## src/rtl/arb_rr_lock.sv

```systemverilog
// Round-robin arbiter with burst locking: a granted requester keeps the shared
// port until its last beat, an abort (request dropped), or the beat limit.
module arb_rr_lock #(
  parameter int N         = 8,
  parameter int MAX_BEATS = 16,
  parameter int IDW       = $clog2(N)
) (
  input  logic           clk,
  input  logic           rstn,
  input  logic [N-1:0]   req_i,
  input  logic [N-1:0]   last_i,
  output logic [N-1:0]   ack_i,
  output logic           req_o,
  input  logic           ack_o,
  output logic [N-1:0]   gnt_o,
  output logic [IDW-1:0] gnt_id_o,
  output logic           busy_o
);

  typedef enum logic [0:0] {
    S_IDLE = 1'b0,
    S_LOCK = 1'b1
  } state_e;

  localparam logic [15:0]    BEAT_LIMIT = 16'(MAX_BEATS - 1);
  localparam logic [IDW:0]   N_EXT      = (IDW+1)'(N);
  localparam logic [IDW-1:0] LAST_IDX   = IDW'(N - 1);
  localparam logic [N-1:0]   ONE_HOT0   = {{(N-1){1'b0}}, 1'b1};

  state_e         state_q, state_d;
  logic [N-1:0]   gnt_q, gnt_d;
  logic [IDW-1:0] gntId_q, gntId_d;
  logic [IDW-1:0] ptr_q, ptr_d;
  logic [15:0]    beatCnt_q, beatCnt_d;

  logic           winValid;
  logic [IDW-1:0] winIdx;
  logic [IDW:0]   scanSum;
  logic [IDW-1:0] scanIdx;

  logic           inLock;
  logic           ownerReq;
  logic           beat;
  logic           releaseNow;
  logic [IDW-1:0] nextPtr;

  // Rotating-priority scan: walking offsets downward lets the smallest offset
  // from ptr (the highest priority) overwrite any earlier candidate.
  always_comb begin
    winValid = 1'b0;
    winIdx   = '0;
    scanSum  = '0;
    scanIdx  = '0;
    for (int i = N - 1; i >= 0; i--) begin
      scanSum = {1'b0, ptr_q} + (IDW+1)'(i);
      if (scanSum >= N_EXT) begin
        scanSum = scanSum - N_EXT;
      end
      scanIdx = scanSum[IDW-1:0];
      if (req_i[scanIdx]) begin
        winValid = 1'b1;
        winIdx   = scanIdx;
      end
    end
  end

  assign inLock     = (state_q == S_LOCK);
  assign ownerReq   = req_i[gntId_q];
  assign req_o      = inLock & ownerReq;
  assign beat       = req_o & ack_o;
  assign ack_i      = gnt_q & {N{beat}};
  assign releaseNow = inLock & (~ownerReq | (beat & (last_i[gntId_q] | (beatCnt_q == BEAT_LIMIT))));
  assign nextPtr    = (gntId_q == LAST_IDX) ? '0 : gntId_q + 1'b1;

  always_comb begin
    state_d   = state_q;
    gnt_d     = gnt_q;
    gntId_d   = gntId_q;
    ptr_d     = ptr_q;
    beatCnt_d = beatCnt_q;
    case (state_q)
      S_IDLE: begin
        if (winValid) begin
          state_d   = S_LOCK;
          gnt_d     = ONE_HOT0 << winIdx;
          gntId_d   = winIdx;
          beatCnt_d = '0;
        end
      end
      S_LOCK: begin
        if (beat) begin
          beatCnt_d = beatCnt_q + 16'd1;
        end
        // The owner index is kept on release so gnt_id_o reports the last owner.
        if (releaseNow) begin
          state_d = S_IDLE;
          gnt_d   = '0;
          ptr_d   = nextPtr;
        end
      end
      default: state_d = S_IDLE;
    endcase
  end

  always_ff @(posedge clk or negedge rstn) begin
    if (!rstn) begin
      state_q   <= S_IDLE;
      gnt_q     <= '0;
      gntId_q   <= '0;
      ptr_q     <= '0;
      beatCnt_q <= '0;
    end else begin
      state_q   <= state_d;
      gnt_q     <= gnt_d;
      gntId_q   <= gntId_d;
      ptr_q     <= ptr_d;
      beatCnt_q <= beatCnt_d;
    end
  end

  assign gnt_o    = gnt_q;
  assign gnt_id_o = gntId_q;
  assign busy_o   = inLock;

endmodule

```

## config.mk

```make
export PLATFORM = sky130hd
export DESIGN_NAME = arb_rr_lock
export DESIGN_NICKNAME = d
export VERILOG_FILES = /design/src/rtl/arb_rr_lock.sv
export SDC_FILE = /design/constraint.sdc
export NUM_CORES = 1
export LEC_CHECK = 0
export ABC_CLOCK_PERIOD_IN_PS = 6790
export CAP_MARGIN = 10
export CORE_MARGIN = 2
export CORE_UTILIZATION = 59
export DETAILED_ROUTE_END_ITERATION = 10
export PLACE_DENSITY = 0.85
export SETUP_SLACK_MARGIN = 0.3
export SLEW_MARGIN = 20
export SYNTH_ARGS = -nofsm -noshare
export SYNTH_HDL_FRONTEND = slang
export SYNTH_SLANG_ARGS = --single-unit
```

## constraint.sdc

```tcl
create_clock -name clk -period 6.79 [get_ports clk]
set_clock_uncertainty 0.1 [all_clocks]
set_input_delay 1.358 -clock clk [delete_from_list [all_inputs] [get_ports clk]]
set_output_delay 1.358 -clock clk [all_outputs]
set_load 0.02 [all_outputs]
```

==> impl_metrics.toml, run 1 <==
[synth]
synth.top_cell.area_share = 0.299
async_flop_share = 1.00
yosys-top-cells-count = "31 x dfrtp_1, 28 x nor2_1, 18 x nand2_1"
syn_nets = 275
synthTopCellsByArea = "dfrtp_1 30%, mux4_2 14%, mux2i_1 5.0%"
netlist_instances = 251
yosysMostFrequentCell = "dfrtp_1"
synth_enable_flop_cells = 0
syn-mean-instance-area_um2 = 10.4
ys_seq_area_frac = 0.299
yosys.area.top_type = "dfrtp_1"
synth_flop_cell = "dfrtp_1"
ys_types = 51
syn-cell-area_um2 = 2600
synth_seq_cells = 31
yosys_warnings = 0

[power_and_ir_drop]
power.density_nw_per_um2 = 482
vdd_drop_max_v = 0.000368
power_leakage_nw = 1.22

[worst_setup_path]
worstPathMaxFanout = 19
cp-start-kind = "input port"
cp.required_ps = 5330
cp-end-kind = "output port"
critPathArrivalTime_ps = 4170
path_class = "in -> out"

[routing]
wl_per_cell_um = 17.6
drc_errors = 0
drtIter0Drc = 202
wirelength_mm = 5.97
viasPerCell = 6.47
antenna_left = 0
dr.pass1.iters = 4
route.vias.total = 2195

[layout]
areaGrowthSynthToFinish_pct = 19.0
drive_gt1_frac = 0.160
fin_area_um2 = 3090
fin_nets = 310
antenna_cells = 0

[sta]
fin_crit_sh = 0.828
holdWs_ps = 415
rsz0062_at_grt = "false"
setup-tns-final_ps = 0
max_freq_mhz = 178
hold_viol_final = 0
setup-violations-final = 0
max_slew_margin = 0.319
tightest_slew_ps = 1020
period_needed_ps = 5620
finalMaxSlewViolations = 0

[job]
drv_cap = 0

[floorplan]
placementRows = 24
num_io_pins = 40
start_util = 0.605
fp.coreArea_um2 = 4290
die_h_um = 70.4
die_area_um2 = 4950
dieWidth_um = 70.4

[clock_tree]
post_cts_resized = 0
clk_pin_slew_ps = 70
cts_buffers = 5
cts_setup_buffers = 0
cts_root_buffer = "clkbuf_8"
cts_tree = "built"
cts_sinks = 31
h-tree-depth = 2
hold_buffers = 0
clockBufferDepth = 2
insertion_delay_ps = 290

[place]
hpwl_mm = 4.18
place.gp.congestion = 0.905
port_buffers = 39
place_area_um2 = 2980

[grt]
antenna_found_initial = 0
grt_max_degree = 32
grt.total_usage = 0.252
grt_pass1_vias = 2111
grt_pass1_wl_mm = 10.1
grt_overflow = 0

[status]
status = "completed"

[hold_path]
hp-class = "reg -> reg"
-- cell families after synthesis --
logic type	synth area share
flip-flops	0.299
buffers and inverters	0.0433
AO/OA/AOI/OAI	0.156
XOR/XNOR	0.0539
multiplexers	0.257
AND/OR/NAND/NOR	0.167
adder cells (fa/ha/maj)	0.0241
-- registers in the layout (all words and copies together), names as in the netlist --
| signal | count |
|---|---|
| ptr_q | 3 |
| gnt_id_o | 3 |
| gnt_o | 8 |
| beatCnt_q | 16 |
| busy_o | 1 |
-- path summary, 6_finish.rpt --
kind                           from       endpoint  slack (ps)  cells after the start
max in group asynchronous      rstn       gnt_o[4]        4940                      2
max                        req_i[6]       ack_i[0]        1170                      6
min                        gnt_o[1]       gnt_o[1]         410                      1
min reg2reg                gnt_o[1]       gnt_o[1]         410                      1
max reg2reg                ptr_q[0]       gnt_o[4]        2530                      8
min in group asynchronous      rstn  beatCnt_q[15]        1370                      2
-- per-stage QoR --
stage | utilization | instances | worst slack (ps) | power (W)
after global routing | 0.720 | 339 | 1040 | 0.00160
after global placement | 0.693 | 331 | 1330 | 0.00127
final | 0.720 | 339 | 1170 | 0.00149
after detailed placement | 0.693 | 331 | 1170 | 0.00129
after CTS | 0.720 | 339 | 1180 | 0.00149
after floorplan | - | 251 | 2670 | 0.00109
-- report_power, final --
| part | internal [W] | switching, W |
|---|---|---|
| sequential | 0.000224 | 0.000104 |
| clock | 0.000119 | 0.0000726 |
| combinational | 0.000445 | 0.000528 |
| total | 0.000788 | 0.000705 |
-- routing by layer --
metal	part of all wire	vias up	GRT usage	wire, um
li1	-	1019	-	-
met5	0	-	0	0
met2	0.48	85	0.386	2830
met4	0.015	0	0.105	90
met1	0.46	1082	0.356	2720
met3	0.053	9	0.0418	319
-- layout by cell type, fill, tap and decap left out, drive strengths merged, types with 10 or more instances in the layout --
cell type       n
a21oi          10
mux2i          13
dfrtp          31
clkdlybuf4s50  39
o2bb2ai        10
nand2          18
mux2           11
mux4           18
xor2           10
nor2           29
-- final cells by class --
class | instances | area, um2
inverter | 7 | 26.3
multi-input combinational | 201 | 1710
tap | 52 | 65.1
timing repair buffer | 40 | 398
clock inverter | 2 | 35.0
sequential | 31 | 776
clock buffer | 6 | 82.6
fill | 305 | 1200
-- critical path, stage by stage --
cell,delay (ps)
clkdlybuf4s50_1,630
mux4_2,280
mux2i_1,180
nor2_1,840
and2_1,250
clkdlybuf4s50_1,610
Power figures use the tool's default switching activity.
==> run 2, diff against run 1 <==
--- a/config.mk
+++ b/config.mk
@@ -5,12 +5,12 @@
 export SDC_FILE = /design/constraint.sdc
 export NUM_CORES = 1
 export LEC_CHECK = 0
-export ABC_CLOCK_PERIOD_IN_PS = 6790
+export ABC_CLOCK_PERIOD_IN_PS = 4700
 export CAP_MARGIN = 10
 export CORE_MARGIN = 2
-export CORE_UTILIZATION = 59
+export CORE_UTILIZATION = 49
 export DETAILED_ROUTE_END_ITERATION = 10
-export PLACE_DENSITY = 0.85
+export PLACE_DENSITY = 0.76
 export SETUP_SLACK_MARGIN = 0.3
 export SLEW_MARGIN = 20
 export SYNTH_ARGS = -nofsm -noshare
==> constraint.sdc (replaced) <==
create_clock -name clk -period 4.7 [get_ports clk]
set_clock_uncertainty 0.1 [all_clocks]
set_input_delay 0.94 -clock clk [delete_from_list [all_inputs] [get_ports clk]]
set_output_delay 0.94 -clock clk [all_outputs]
set_load 0.02 [all_outputs]
==> run 2 against run 1 <==
  * Global-route usage fell by 4.3 points
  * Critical path depth did not move
  * Count of clock-buffer cells in the layout did not move
  * Register-to-register slack got worse by 1200 ps
  * Routed wire length fell by 1.7%
  * Hold slack got worse by 9.0 ps
  * First-iteration DRC count fell by 11%
  * Final cell count rose by 6.5%
  * Largest power group unchanged
  * Highest routed layer unchanged
==> impl_metrics.toml, run 2 (same netlist as run 1, synthesis figures left out) <==
[status]
status = "completed"

[layout]
final_cell_mix = "39 x clkdlybuf4s50_1, 31 x dfrtp_1, 28 x nor2_1"
final_common_cell = "clkdlybuf4s50_1"
antenna_cells = 0
drive_gt1_frac = 0.168
num-fill-cells = 432
final_cells = 361
final_util = 0.614
fin_nets = 315
regArea_um2 = 776
areaGrowthSynthToFinish_pct = 20.8
registers.top_by_ff_count = "beatCnt_q"
fin_area_um2 = 3140
multi_input_area_um2 = 1710
largest_reg_flops = 16

[routing]
drc_errors = 0
antenna_left = 0
drtIter0Drc = 180
wirelength_mm = 5.87
viasPerCell = 5.93
wl_per_cell_um = 16.3
route.vias.total = 2141
dr.pass1.iters = 5

[clock_tree]
cts_tree = "built"
hold_buffers = 0
h-tree-depth = 2
post_cts_resized = 0
insertion_delay_ps = 270
cts_root_buffer = "clkbuf_8"
cts_buffers = 5
clk_pin_slew_ps = 60
cts_setup_buffers = 0
cts_sinks = 31
clockBufferDepth = 2

[sta]
rsz0062_at_grt = "false"
setup-violations-final = 0
holdWs_ps = 406
period_needed_ps = 4200
fin_crit_sh = 0.893
setup-tns-final_ps = 0
finalMaxSlewViolations = 0
max_slew_margin = 0.498
tightest_slew_ps = 753
hold_viol_final = 0
max_freq_mhz = 238

[floorplan]
die_area_um2 = 5900
placementRows = 26
num_io_pins = 40
fp.coreArea_um2 = 5110
start_util = 0.509
die_h_um = 76.8
dieWidth_um = 76.8

[worst_setup_path]
path_delay_family = "buffers and inverters"
critPathArrivalTime_ps = 3160
worstPathCellList = "clkdlybuf4s50_1 > mux4_2 > mux2i_1 > nor2_1 > and2_1 > clkdlybuf4s50_1"
cp.required_ps = 3660
path_common_cell = "clkdlybuf4s50_1"
worstPathMaxFanout = 9
cp-start-kind = "input port"
path_class = "in -> out"
cpMaxStageDelayCell = "clkdlybuf4s50_1"
cpPeakStageDelay_ps = 650
path_buf_inv = 2
cp-end-kind = "output port"

[grt]
grt_pass1_vias = 2105
grt_pass1_wl_mm = 10.1
grt_max_degree = 32
grt_overflow = 0
antenna_found_initial = 0
grt.total_usage = 0.209

[power_and_ir_drop]
p_sw_frac = 0.465
clkPwrFrac = 0.116
power.density_nw_per_um2 = 685
p_int_w = 0.00115
combPwrFrac = 0.690
p_seq_frac = 0.194
power_leakage_nw = 1.24
vdd_drop_max_v = 0.000376
p_switching_w = 0.000998

[place]
place_inst = 354
hpwl_mm = 4.34
place_area_um2 = 3040
place.gp.congestion = 0.870
port_buffers = 39

[hold_path]
hp-class = "reg -> reg"

[job]
drv_cap = 0
-- run 2: power groups by stage --
stage / clock network [W] / registers (W) / logic [W]
global placement: 0 / 0.000421 / 0.00144
CTS: 0.000250 / 0.000417 / 0.00148
finish: 0.000249 / 0.000417 / 0.00148
global route: 0.000261 / 0.000431 / 0.00162
floorplan: 0 / 0.000415 / 0.00116
detailed placement: 0 / 0.000421 / 0.00147
-- run 2: routing by layer --
| metal | global-route usage | up-vias | part of all wire |
|---|---|---|---|
| met1 | 0.304 | 1037 | 0.48 |
| li1 | - | 1031 | - |
| met2 | 0.339 | 68 | 0.47 |
| met5 | 0 | - | 0 |
| met3 | 0.0188 | 5 | 0.042 |
| met4 | 0.0491 | 0 | 0.0097 |
-- run 2: final timing paths --
kind / startpoint / endpoint / slack (ps) / depth (start not counted)
min in group asynchronous: rstn / beatCnt_q[12] / 960 / 2
worst max-delay path: req_i[2] / ack_i[6] / 500 / 6
worst max register to register: ptr_q[0] / gnt_o[2] / 1360 / 8
worst min register to register: gnt_o[3] / gnt_o[3] / 410 / 1
worst min-delay path: gnt_o[3] / gnt_o[3] / 410 / 1
max in group asynchronous: rstn / gnt_o[5] / 3260 / 2
-- run 2: cell type report --
cell class / instances / area share
repair buffers: 45 / 0.139
flip-flops and latches: 31 / 0.247
clock buffers: 6 / 0.0231
clock inverters: 1 / 0.00957
multi-input cells: 201 / 0.545
well taps: 70 / 0.0279
inverters: 7 / 0.00837
-- run 2: per-stage QoR --
stage | worst slack, ps | power, W
global route | 356 | 0.00231
CTS | 486 | 0.00215
floorplan | 1420 | 0.00157
global placement | 571 | 0.00186
finish | 503 | 0.00215
detailed placement | 497 | 0.00190
